==> config.mk <==
export PLATFORM = sky130hd
export DESIGN_NAME = bf16_adder_flat
export DESIGN_NICKNAME = d
export VERILOG_FILES = /design/src/rtl/bf16_adder_if.sv /design/src/rtl/bf16_adder.sv /design/src/flat_wrapper.sv
export SDC_FILE = /design/constraint.sdc
export NUM_CORES = 1
export LEC_CHECK = 0
export CORE_MARGIN = 8
export CORE_UTILIZATION = 65
export DETAILED_ROUTE_END_ITERATION = 6
export DONT_BUFFER_PORTS = 1
export GPL_TIMING_DRIVEN = 0
export PLACE_DENSITY = 0.81
export SYNTH_ARGS = -nofsm -noshare
export SYNTH_HDL_FRONTEND = slang
export SYNTH_SLANG_ARGS = --single-unit
==> constraint.sdc <==
create_clock -name clk -period 2.9 [get_ports clk]
set_clock_uncertainty 0.05 [all_clocks]
set_input_delay 0.29 -clock clk [delete_from_list [all_inputs] [get_ports clk]]
set_output_delay 0.29 -clock clk [all_outputs]
set_load 0.05 [all_outputs]
==> src/rtl/bf16_adder_if.sv <==
// ============================================================================
// Module   : bf16_adder_if
// Brief    : Operand/result bundle for the single-stage BF16 adder.
// Revision : 1.0 - initial release
// ============================================================================
`default_nettype none

interface bf16_adder_if;
    logic        in_valid;
    logic [15:0] a;
    logic [15:0] b;
    logic [15:0] sum;
    logic        out_valid;

    modport master (
        output in_valid,
        output a,
        output b,
        input  sum,
        input  out_valid
    );

    modport slave (
        input  in_valid,
        input  a,
        input  b,
        output sum,
        output out_valid
    );
endinterface

`default_nettype wire

==> src/rtl/bf16_adder.sv <==
// ============================================================================
// Module   : bf16_adder
// Brief    : One-cycle BF16 adder with input/output flush-to-zero.
//            BF16_ADDER_RNE_EN selects round-to-nearest-even, else truncation.
// Revision : 1.0 - initial release
// ============================================================================
`default_nettype none

module bf16_adder (
    input  wire          clk,
    input  wire          rst_n,
    bf16_adder_if.slave  bus
);

    // ---------------- unpack ----------------
    logic [7:0] w_a_exp, w_b_exp, w_a_man, w_b_man;
    logic       w_a_zero, w_b_zero, w_a_nan, w_b_nan, w_a_inf, w_b_inf;

    assign w_a_exp  = bus.a[14:7];
    assign w_b_exp  = bus.b[14:7];
    assign w_a_zero = (w_a_exp == 8'h00);
    assign w_b_zero = (w_b_exp == 8'h00);
    assign w_a_nan  = (&w_a_exp) & (|bus.a[6:0]);
    assign w_b_nan  = (&w_b_exp) & (|bus.b[6:0]);
    assign w_a_inf  = (&w_a_exp) & ~(|bus.a[6:0]);
    assign w_b_inf  = (&w_b_exp) & ~(|bus.b[6:0]);
    assign w_a_man  = w_a_zero ? 8'h00 : {1'b1, bus.a[6:0]};
    assign w_b_man  = w_b_zero ? 8'h00 : {1'b1, bus.b[6:0]};

    // ---------------- swap / align ----------------
    logic        w_a_ge, w_l_sign, w_eff_sub;
    logic [7:0]  w_l_exp, w_s_exp, w_l_man, w_s_man, w_shift;
    logic [18:0] w_wide;
    logic [10:0] w_l_al, w_s_al, w_sub;
    logic [11:0] w_add;

    assign w_a_ge    = ({w_a_exp, w_a_man} >= {w_b_exp, w_b_man});
    assign w_l_exp   = w_a_ge ? w_a_exp : w_b_exp;
    assign w_s_exp   = w_a_ge ? w_b_exp : w_a_exp;
    assign w_l_man   = w_a_ge ? w_a_man : w_b_man;
    assign w_s_man   = w_a_ge ? w_b_man : w_a_man;
    assign w_l_sign  = w_a_ge ? bus.a[15] : bus.b[15];
    assign w_eff_sub = bus.a[15] ^ bus.b[15];
    assign w_shift   = w_l_exp - w_s_exp;

    // Guard, round and sticky sit below the 8-bit mantissa; bit 0 collects sticky.
    assign w_wide = {w_s_man, 11'b0} >> w_shift;
    assign w_s_al = (w_shift >= 8'd11) ? {10'b0, |w_s_man}
                                       : {w_wide[18:9], |w_wide[8:0]};
    assign w_l_al = {w_l_man, 3'b000};
    assign w_add  = {1'b0, w_l_al} + {1'b0, w_s_al};
    assign w_sub  = w_l_al - w_s_al;

    // ---------------- normalise ----------------
    logic [3:0]  w_lzc;
    logic        w_found;
    logic [10:0] w_m_norm;
    logic [9:0]  w_e_norm;
    logic        w_exact_zero, w_underflow;

    always_comb begin
        w_lzc    = 4'd0;
        w_found  = 1'b0;
        w_m_norm = 11'd0;
        w_e_norm = 10'd0;
        for (int i = 10; i >= 0; i--) begin
            if (!w_found) begin
                if (w_sub[i]) w_found = 1'b1;
                else          w_lzc   = w_lzc + 4'd1;
            end
        end
        if (!w_eff_sub) begin
            if (w_add[11]) begin
                w_m_norm = {w_add[11:2], |w_add[1:0]};
                w_e_norm = {2'b00, w_l_exp} + 10'd1;
            end else begin
                w_m_norm = w_add[10:0];
                w_e_norm = {2'b00, w_l_exp};
            end
        end else begin
            w_m_norm = w_sub << w_lzc;
            w_e_norm = {2'b00, w_l_exp} - {6'b0, w_lzc};
        end
    end

    assign w_exact_zero = w_eff_sub & (w_sub == 11'd0);
    assign w_underflow  = w_e_norm[9] | (w_e_norm == 10'd0);

    // ---------------- round ----------------
    logic [6:0] w_frac;
    logic [9:0] w_e_fin;

`ifdef BF16_ADDER_RNE_EN
    logic       w_round_up;
    logic [8:0] w_man_rnd;
    logic       w_unused_hidden;

    assign w_round_up      = w_m_norm[2] & (w_m_norm[1] | w_m_norm[0] | w_m_norm[3]);
    assign w_man_rnd       = {1'b0, w_m_norm[10:3]} + {8'b0, w_round_up};
    assign w_frac          = w_man_rnd[8] ? 7'h00 : w_man_rnd[6:0];
    assign w_e_fin         = w_man_rnd[8] ? (w_e_norm + 10'd1) : w_e_norm;
    assign w_unused_hidden = w_man_rnd[7];
`else
    logic w_unused_grs;

    assign w_frac       = w_m_norm[9:3];
    assign w_e_fin      = w_e_norm;
    assign w_unused_grs = ^{w_m_norm[10], w_m_norm[2:0]};
`endif

    // ---------------- result select ----------------
    logic [15:0] w_res;

    always_comb begin
        w_res = {w_l_sign, w_e_fin[7:0], w_frac};
        if (w_a_nan | w_b_nan)
            w_res = 16'h7FC0;
        else if (w_a_inf & w_b_inf & w_eff_sub)
            w_res = 16'h7FC0;
        else if (w_a_inf)
            w_res = {bus.a[15], 8'hFF, 7'h00};
        else if (w_b_inf)
            w_res = {bus.b[15], 8'hFF, 7'h00};
        else if (w_a_zero & w_b_zero)
            w_res = {bus.a[15] & bus.b[15], 15'h0000};
        else if (w_exact_zero)
            w_res = 16'h0000;
        else if (w_underflow)
            w_res = {w_l_sign, 15'h0000};
        else if (w_e_fin >= 10'd255)
            w_res = {w_l_sign, 8'hFF, 7'h00};
    end

    // ---------------- output register ----------------
    logic [15:0] r_sum;
    logic        r_valid;

    always_ff @(posedge clk or negedge rst_n) begin
        if (!rst_n) begin
            r_sum   <= 16'h0000;
            r_valid <= 1'b0;
        end else begin
            r_valid <= bus.in_valid;
            if (bus.in_valid) r_sum <= w_res;
        end
    end

    assign bus.sum       = r_sum;
    assign bus.out_valid = r_valid;

endmodule

`default_nettype wire

==> src/flat_wrapper.sv <==
// flat-port wrapper written by rule: the top's interface ports become plain ports
module bf16_adder_flat 
  (clk, rst_n, bus_in_valid, bus_a, bus_b, bus_sum, bus_out_valid);
  bf16_adder_if bus_i ();
  input  wire clk;
  input  wire rst_n;
  input wire logic [$bits(bus_i.in_valid)-1:0] bus_in_valid;
  input wire logic [$bits(bus_i.a)-1:0] bus_a;
  input wire logic [$bits(bus_i.b)-1:0] bus_b;
  output wire logic [$bits(bus_i.sum)-1:0] bus_sum;
  output wire logic [$bits(bus_i.out_valid)-1:0] bus_out_valid;
  assign bus_i.in_valid = bus_in_valid;
  assign bus_i.a = bus_a;
  assign bus_i.b = bus_b;
  assign bus_sum = bus_i.sum;
  assign bus_out_valid = bus_i.out_valid;
  bf16_adder u_core (.clk(clk), .rst_n(rst_n), .bus(bus_i));
endmodule
# == Word level (Yosys, flattened, before mapping) ==
# Cells that the tools add are included.
# word_totals
reg_bits,17
latchBits,0
ram_bits,0
rom_bits,0
inputBits,35
output_inout_bits,17
wordCells,107
memories,0
# classes
add_sub_neg,15
multipliers,0
n_div,0
magnitude_cmp,3
n_eq_ne,0
shifts,2
mux,60
bitwise,14
reduce_logical,11
# op_table
cell,n
two-way mux 16 bit,6
two-way mux 4 bit,20
two-way mux 8 bit,6
two-way mux 10 bit,4
adder 4 x 1 -> 4 bit (second input constant),9
two-way mux 15 bit,2
two-way mux 1 bit,21
right shift 19 x 8 -> 19 bit,1
>= comparator 16 bit,1
zero test 8 bit,2
AND reduction 8 bit,2
OR reduction 7 bit,2
adder 11 x 11 -> 12 bit,1
zero test 11 bit,1
two-way mux 11 bit,1
<< shifter 11 x 4 -> 10 bit,1
subtractor 11 bit,1
>= comparator 10 x 8 -> 1 bit (second input constant),1
zero test 10 bit,1
adder 8 x 1 -> 9 bit (second input constant),1
bitwise AND 1 bit,9
OR reduction 9 bit,1
subtractor 8 x 4 -> 9 bit,1
>= comparator 8 x 4 -> 1 bit (second input constant),1
other kinds (7),9

# == Longest topological paths before layout ==
# depth
ltp_word,51
mapped_depth,75
ltp_nobuf,68

# == Worst setup path after synthesis ==
# Ideal clock, no wire load.
# synth_timing
path_kind,input to register
start,input port bus_b[12]
end,register u_core.r_sum[0] (netlist: u_core.bus.sum[0])
setup_time_ps,76
arrival_ps,14468
required_time_ps,2774
path_slack_ps,-11695
stages,72
path_cell_list,or4_1 > or2_2 > clkbuf_1 > nand2_1 > ha_1 > a21o_1 > a221oi_1 > o21ba_2 > clkbuf_1 > nand3_1 > buf_2 > clkbuf_1 > clkbuf_1 > nor2_1 > nor2_1 > ha_1 > o21ai_0 > nor4_1 > (+36 left out) > a31oi_1 > xor2_1 > a21o_1 > nand3_1 > clkbuf_1 > ha_1 > o21ai_0 > nand2b_1 > nand2_1 > and3_1 > a31oi_1 > xor2_1 > nor3_1 > a311o_1 > nand3b_1 > or2_1 > a2bb2oi_1 > o21ai_1
# synth_via
elab_chain_len,51
elab_cells_between_ends,92
cone_classes,add/sub: 15; order compare: 3; shift: 2; mux: 58; bitwise: 8; reduce/logical: 6
# synth_lines
element,line,text
start: declaration,flat_wrapper.sv:9,input wire logic [$bits(bus_i.b)-1:0] bus_b;
zero test 8 bit,bf16_adder.sv:22,assign w_b_zero = (w_b_exp == 8'h00);
two-way mux 8 bit,bf16_adder.sv:28,"assign w_b_man = w_b_zero ? 8'h00 : {1'b1, bus.b[6:0]};"
>= comparator 16 bit,bf16_adder.sv:37,"assign w_a_ge = ({w_a_exp, w_a_man} >= {w_b_exp, w_b_man});"
"two-way mux 8 bit, on equally long branches","bf16_adder.sv:38, bf16_adder.sv:39",
subtractor 8 bit,bf16_adder.sv:44,assign w_shift = w_l_exp - w_s_exp;
right shift 19 x 8 -> 19 bit,bf16_adder.sv:47,"assign w_wide = {w_s_man, 11'b0} >> w_shift;"
OR reduction 9 bit,bf16_adder.sv:49,": {w_wide[18:9], |w_wide[8:0]};"
two-way mux 11 bit,bf16_adder.sv:48,"assign w_s_al = (w_shift >= 8'd11) ? {10'b0, |w_s_man}"
(+35 left out),--,
two-way mux 15 bit / OR 1 bit (equally long branches),"bf16_adder.sv:130, bf16_adder.sv:87",
two-way mux 15 bit,bf16_adder.sv:128,else if (w_underflow)
two-way mux 16 bit,bf16_adder.sv:126,else if (w_exact_zero)
two-way mux 16 bit,bf16_adder.sv:124,else if (w_a_zero & w_b_zero)
two-way mux 16 bit,bf16_adder.sv:122,else if (w_b_inf)
two-way mux 16 bit,bf16_adder.sv:120,else if (w_a_inf)
two-way mux 16 bit,bf16_adder.sv:118,else if (w_a_inf & w_b_inf & w_eff_sub)
two-way mux 16 bit *,bf16_adder.sv:116,if (w_a_nan | w_b_nan)
end signal: assignment,bf16_adder.sv:144,if (bus.in_valid) r_sum <= w_res;
end: declaration,bf16_adder.sv:135,logic [15:0] r_sum;
# Every way passes the cells marked *; elsewhere a longest branch is shown, timed or not.
# A chain may end at the register's enable or synchronous reset.

# == Worst setup path after layout ==
# layout_timing
start,input port bus_a[13]
end,register u_core.r_sum[0] (netlist: u_core.bus.sum[0])
# layout_via
elab_chain_len,51
elab_cells_between_ends,92
cone_classes,add/sub: 15; order compare: 3; shift: 2; mux: 58; bitwise: 8; reduce/logical: 6
# layout_lines
element,line,text
start: declaration,flat_wrapper.sv:8,input wire logic [$bits(bus_i.a)-1:0] bus_a;
zero test 8 bit,bf16_adder.sv:21,assign w_a_zero = (w_a_exp == 8'h00);
two-way mux 8 bit,bf16_adder.sv:27,"assign w_a_man = w_a_zero ? 8'h00 : {1'b1, bus.a[6:0]};"
>= comparator 16 bit,bf16_adder.sv:37,
"two-way mux 8 bit, on equally long branches","bf16_adder.sv:38, bf16_adder.sv:39",
subtractor 8 bit,bf16_adder.sv:44,
right shift 19 x 8 -> 19 bit,bf16_adder.sv:47,
OR reduction 9 bit,bf16_adder.sv:49,
two-way mux 11 bit,bf16_adder.sv:48,
(+35 left out),--,
two-way mux 15 bit / OR 1 bit (equally long branches),"bf16_adder.sv:130, bf16_adder.sv:87",
two-way mux 15 bit,bf16_adder.sv:128,
two-way mux 16 bit,bf16_adder.sv:126,
two-way mux 16 bit,bf16_adder.sv:124,
two-way mux 16 bit,bf16_adder.sv:122,
two-way mux 16 bit,bf16_adder.sv:120,
two-way mux 16 bit,bf16_adder.sv:118,
two-way mux 16 bit *,bf16_adder.sv:116,
# Marks and branches as above.

==> impl_metrics.prom <==
# TYPE chip_impl_metric gauge
chip_impl_metric{name="first_global_vias",unit=""} 6811
chip_impl_metric{name="synthesized_instance_count",unit=""} 810
chip_impl_metric{name="yosys_register_bits",unit=""} 17
chip_impl_metric{name="synth_mux_area_share",unit="%"} 9.12
chip_impl_metric{name="finalSetupViolCount",unit=""} 16
chip_impl_metric{name="num_antenna_cells",unit=""} 0
chip_impl_info{name="timing.hold.worst_endpoint",value="u_core.bus.sum[15]"} 1
chip_impl_metric{name="die_area",unit="µm²"} 11900
chip_impl_metric{name="worst-r2r-setup-slack",unit="ns"} 1.23
chip_impl_info{name="rsz0062_at_grt",value="yes"} 1
chip_impl_metric{name="number_of_antenna_violations_at_the_first_check_in_global_routing",unit=""} 0
chip_impl_metric{name="power-per-cell-area",unit="nW/µm²"} 475
chip_impl_metric{name="post-route-drc-count",unit=""} 0
chip_impl_metric{name="max-cap-violations",unit=""} 0
chip_impl_info{name="yosys.area.top_type",value="sky130_fd_sc_hd__ha_1"} 1
chip_impl_metric{name="worstPathArrival",unit="ns"} 13.84
chip_impl_metric{name="switching_share",unit="%"} 55.8
chip_impl_metric{name="floorplan.rows",unit=""} 34
chip_impl_metric{name="layout.cells.non_filler",unit=""} 982
chip_impl_metric{name="slew-limit-headroom",unit="%"} 17.2
chip_impl_metric{name="avgRoutedWirePerCell",unit="µm"} 23.4
chip_impl_metric{name="synth-xor-area-share",unit="%"} 3.55
chip_impl_metric{name="p_comb_share",unit="%"} 77.7
chip_impl_metric{name="antenna_left",unit=""} 0
chip_impl_metric{name="final_min_period_over_clock_period",unit="%"} 474
chip_impl_metric{name="ff2ff_path_depth",unit=""} 6
chip_impl_info{name="hold_path_class",value="input pin to register"} 1
chip_impl_metric{name="final-seq-area",unit="µm²"} 425
chip_impl_metric{name="yosys.cell_types.count",unit=""} 87
chip_impl_info{name="synthTopCellsByArea",value="sky130_fd_sc_hd__ha_1 11%, sky130_fd_sc_hd__dfrtp_1 7.5%, sky130_fd_sc_hd__nand2_1 5.5%"} 1
chip_impl_metric{name="hold_path_depth",unit=""} 2
chip_impl_metric{name="worstSkewPairLatency",unit="ns"} 0.25
chip_impl_metric{name="total_area_of_multi_input_combinational_cells",unit="µm²"} 5600
chip_impl_metric{name="number_of_search_and_repair_iterations_in_the_first_detailed_routing_pass",unit=""} 6
chip_impl_metric{name="grt_first_pass_wirelength",unit="µm"} 33900
chip_impl_info{name="cts_tree",value="built"} 1
chip_impl_metric{name="cts_sinks",unit=""} 17
chip_impl_info{name="crit_top_cell",value="sky130_fd_sc_hd__nor2_2"} 1
chip_impl_metric{name="synth_compound_area_share",unit="%"} 33.1
chip_impl_metric{name="seq_power_share",unit="%"} 17.0
chip_impl_metric{name="highest_clock_frequency_the_design_can_meet",unit="MHz"} 72.7
chip_impl_metric{name="setup_slack",unit="ns"} -10.85
chip_impl_metric{name="postSynthAreaPerCell",unit="µm²"} 6.96
chip_impl_metric{name="synth.yosys.seq_area_share",unit="%"} 7.54
chip_impl_metric{name="p_leak",unit="nW"} 3.00
chip_impl_metric{name="layout-area-overhead-vs-synth",unit="%"} 26.5
chip_impl_metric{name="netSwitchingPower",unit="mW"} 1.89
chip_impl_metric{name="number_of_enable_type_register_cells_in_the_synthesized_netlist",unit=""} 0
chip_impl_metric{name="path_clk_slew",unit="ns"} 0.07
chip_impl_metric{name="placedCellCount",unit=""} 918
chip_impl_metric{name="drtIter0Drc",unit=""} 1077
chip_impl_info{name="worstHoldStart",value="bus_a[15]"} 1
chip_impl_metric{name="remaining_global_route_overflow",unit=""} 0
chip_impl_metric{name="postSynthNetCount",unit=""} 895
chip_impl_metric{name="chip_height",unit="µm"} 109
chip_impl_metric{name="finish.net_count",unit=""} 960
chip_impl_info{name="setup.worst_path.end_class",value="register"} 1
chip_impl_metric{name="share_of_final_layout_standard_cells_stronger_than_drive_strength_1",unit="%"} 26.9
chip_impl_metric{name="timing_worst_slew_pin_value",unit="ns"} 1.23
chip_impl_metric{name="ys.warnings.count",unit=""} 0
chip_impl_metric{name="intPower",unit="mW"} 1.50
chip_impl_metric{name="routed_wl",unit="µm"} 23000
chip_impl_info{name="synth_top_family_by_area",value="compound AO/OA/AOI/OAI gates"} 1
chip_impl_metric{name="syn_area",unit="µm²"} 5640
chip_impl_metric{name="coreArea",unit="µm²"} 8550
chip_impl_info{name="r2r_end",value="u_core.bus.sum[6]"} 1
chip_impl_metric{name="final_core_util",unit="%"} 83.4
chip_impl_metric{name="design.portCount",unit=""} 52
chip_impl_metric{name="synth_fa_ha_area_share",unit="%"} 11.4
chip_impl_metric{name="filler_cell_count",unit=""} 512
chip_impl_metric{name="hold_ws",unit="ns"} 0.283
chip_impl_metric{name="timing_max_transition_violations_final",unit=""} 0
chip_impl_info{name="violations",value="setup timing"} 1
chip_impl_info{name="root_buffer",value="sky130_fd_sc_hd__clkbuf_8"} 1
chip_impl_info{name="regToRegStartpoint",value="u_core.bus.sum[6]"} 1
chip_impl_info{name="yosys.cell_count.top_type",value="sky130_fd_sc_hd__nand2_1"} 1
chip_impl_metric{name="report.final.hold_viol_count",unit=""} 0
chip_impl_metric{name="placement.io_buffers",unit=""} 0
chip_impl_info{name="crit_path_top_delay_cell",value="sky130_fd_sc_hd__or4_4"} 1
chip_impl_metric{name="globalplace.congestion",unit=""} 0.975
chip_impl_metric{name="cts_inserted_buffers",unit=""} 3
chip_impl_metric{name="synthSimpleGateAreaFrac",unit="%"} 29.3
chip_impl_metric{name="maximum_number_of_buffers_from_clock_root_to_sink",unit=""} 2
chip_impl_metric{name="avgViaCountPerCell",unit=""} 7.51
chip_impl_metric{name="grt_start_max_net_pins",unit=""} 18
chip_impl_metric{name="slowest_delay",unit="ns"} 0.56
chip_impl_info{name="worstSetupStartpointType",value="input pin"} 1
chip_impl_metric{name="cts-htree-levels",unit=""} 1
chip_impl_metric{name="post-dp-hpwl",unit="µm"} 15500
chip_impl_metric{name="via_count",unit=""} 7377
chip_impl_metric{name="worstPathRequired",unit="ns"} 2.99
chip_impl_metric{name="start_util",unit="%"} 65.9
chip_impl_metric{name="die_x",unit="µm"} 109
chip_impl_metric{name="synth_async_sr_flop_share",unit="%"} 100
chip_impl_metric{name="vdd_ir_drop_max",unit="mV"} 0.421
chip_impl_metric{name="setup_tns",unit="ns"} -165.06
chip_impl_metric{name="crit_buf_inv",unit=""} 7
chip_impl_info{name="status",value="complete, but fails checks"} 1
chip_impl_metric{name="yosys.area.top_type_share",unit="%"} 10.7
chip_impl_info{name="critPathTopFamily",value="simple AND/OR/NAND/NOR gates"} 1
chip_impl_metric{name="gr-usage-all-layers",unit="%"} 35.0
chip_impl_info{name="setup.worst_path.class",value="input pin to register"} 1
chip_impl_info{name="postSynth.topFlopCell",value="sky130_fd_sc_hd__dfrtp_1"} 1
chip_impl_metric{name="finalCriticalPeriod",unit="ns"} 13.75
chip_impl_info{name="most_common_library_cells_after_synthesis",value="82 x sky130_fd_sc_hd__nand2_1, 77 x sky130_fd_sc_hd__nor2_1, 48 x sky130_fd_sc_hd__ha_1"} 1
chip_impl_metric{name="timing.critical_path.fanout_max",unit=""} 10
chip_impl_metric{name="fraction_of_power_consumed_by_the_clock_network",unit="%"} 5.3
## worst max-delay path by stage
stage / slack, ns / start / depth (start not counted) / end
6_report: -10.85 / bus_a[13] / 71 / u_core.bus.sum[0]
5_1_grt: -11.17 / bus_a[13] / 68 / u_core.bus.sum[0]
4_1_cts: -10.33 / bus_b[12] / 71 / u_core.bus.sum[0]
3_3_place_gp: -11.51 / bus_a[8] / 67 / u_core.bus.sum[0]
3_5_place_dp: -11.88 / bus_a[8] / 67 / u_core.bus.sum[0]
2_1_floorplan: -10.26 / bus_b[7] / 71 / u_core.bus.sum[0]
## state kept, by name, indices dropped and copies added (netlist names)
| name | count |
|---|---|
| u_core.bus.sum | 16 |
| u_core.bus.out_valid | 1 |
## worst reg2reg max path: stages (launching register included)
cell	delay [ns]
sky130_fd_sc_hd__dfrtp_1	0.65
sky130_fd_sc_hd__nor2_1	0.13
sky130_fd_sc_hd__a21oi_1	0.14
sky130_fd_sc_hd__o2111ai_1	0.15
sky130_fd_sc_hd__nor3_1	0.17
sky130_fd_sc_hd__a31oi_1	0.11
sky130_fd_sc_hd__a22oi_1	0.19
## timing repair
| item | 4_1_cts | 5_1_grt |
|---|---|---|
| gates cloned | 0 | 1 |
| pin swaps | 40 | 46 |
| resized for setup | 50 | 52 |
| hold buffers | 1 | 1 |
| endpoints found under the setup margin | 16 | 16 |
| buffers inserted | 47 | 14 |
| hold endpoints to repair | 17 | 1 |
## power by group through the flow
stage	clock network, mW	logic (mW)	registers (mW)
6_report	0.178	2.63	0.576
5_1_grt	0.190	2.78	0.581
4_1_cts	0.175	2.31	0.574
3_5_place_dp	0	2.04	0.578
3_3_place_gp	0	1.96	0.575
2_1_floorplan	0	1.61	0.559
## stage by stage
| stage | total power, mW | area, µm² | setup slack, ns |
|---|---|---|---|
| after detailed placement | 2.62 | 6140 | -11.88 |
| after global routing | 3.55 | 7130 | -11.17 |
| after global placement | 2.54 | 6140 | -11.51 |
| after CTS | 3.06 | 6790 | -10.33 |
| final | 3.39 | 7130 | -10.85 |
| after floorplan | 2.17 | 6010 | -10.26 |
## placed cells by master (no fill, tap or decap), types with 6 or more instances in the layout
master,count
sky130_fd_sc_hd__ha_4,11
sky130_fd_sc_hd__or4_1,6
sky130_fd_sc_hd__or3_1,10
sky130_fd_sc_hd__nor3_1,18
sky130_fd_sc_hd__and2_1,11
sky130_fd_sc_hd__a31oi_1,9
sky130_fd_sc_hd__o21ai_0,39
sky130_fd_sc_hd__a21o_1,15
sky130_fd_sc_hd__a211oi_1,8
sky130_fd_sc_hd__o21a_1,10
sky130_fd_sc_hd__dfrtp_1,17
sky130_fd_sc_hd__nand2b_1,11
sky130_fd_sc_hd__o31ai_1,6
sky130_fd_sc_hd__buf_4,59
sky130_fd_sc_hd__mux2i_1,29
sky130_fd_sc_hd__nand2_1,72
sky130_fd_sc_hd__ha_1,34
sky130_fd_sc_hd__buf_2,6
sky130_fd_sc_hd__o211ai_1,10
sky130_fd_sc_hd__nor4_1,11
sky130_fd_sc_hd__nor2_2,8
sky130_fd_sc_hd__o21ai_2,6
sky130_fd_sc_hd__mux2_2,16
sky130_fd_sc_hd__o21ai_1,10
sky130_fd_sc_hd__and3_1,9
sky130_fd_sc_hd__xnor2_1,12
sky130_fd_sc_hd__clkbuf_1,20
sky130_fd_sc_hd__inv_1,40
sky130_fd_sc_hd__nor2b_1,10
sky130_fd_sc_hd__a21oi_1,36
sky130_fd_sc_hd__nand3_1,20
sky130_fd_sc_hd__nor2_1,66
sky130_fd_sc_hd__nand4_1,14
sky130_fd_sc_hd__a21oi_2,8
## per-layer routing
| metal | GRT usage [%] | up-vias | share of wire (%) |
|---|---|---|---|
| met5 | 0 | - | 0 |
| met3 | 6.97 | 131 | 13 |
| met2 | 58.1 | 604 | 46 |
| met1 | 42.8 | 3455 | 37 |
| li1 | - | 3187 | - |
| met4 | 15.3 | 0 | 4.4 |
## layout make-up
| type | instances | area share (%) |
|---|---|---|
| Timing Repair Buffer | 63 | 7.10 |
| Sequential cell | 17 | 5.96 |
| Tap cell | 108 | 1.89 |
| Multi-Input combinational cell | 706 | 78.5 |
| Buffer | 36 | 3.30 |
| Clock inverter | 1 | 0.0702 |
| Clock buffer | 3 | 0.579 |
| Inverter | 48 | 2.60 |
## logic make-up (layout without fill, tap and decap cells)
logic type | after synthesis | after routing
AND/OR/NAND/NOR | 326 | 327
AO/OA/AOI/OAI | 259 | 259
buffers and inverters | 88 | 151
adder cells (fa/ha/maj) | 50 | 50
multiplexers | 48 | 48
XOR/XNOR | 22 | 22
flip-flops | 17 | 17
Note: power is estimated with default switching activity, not from simulation.
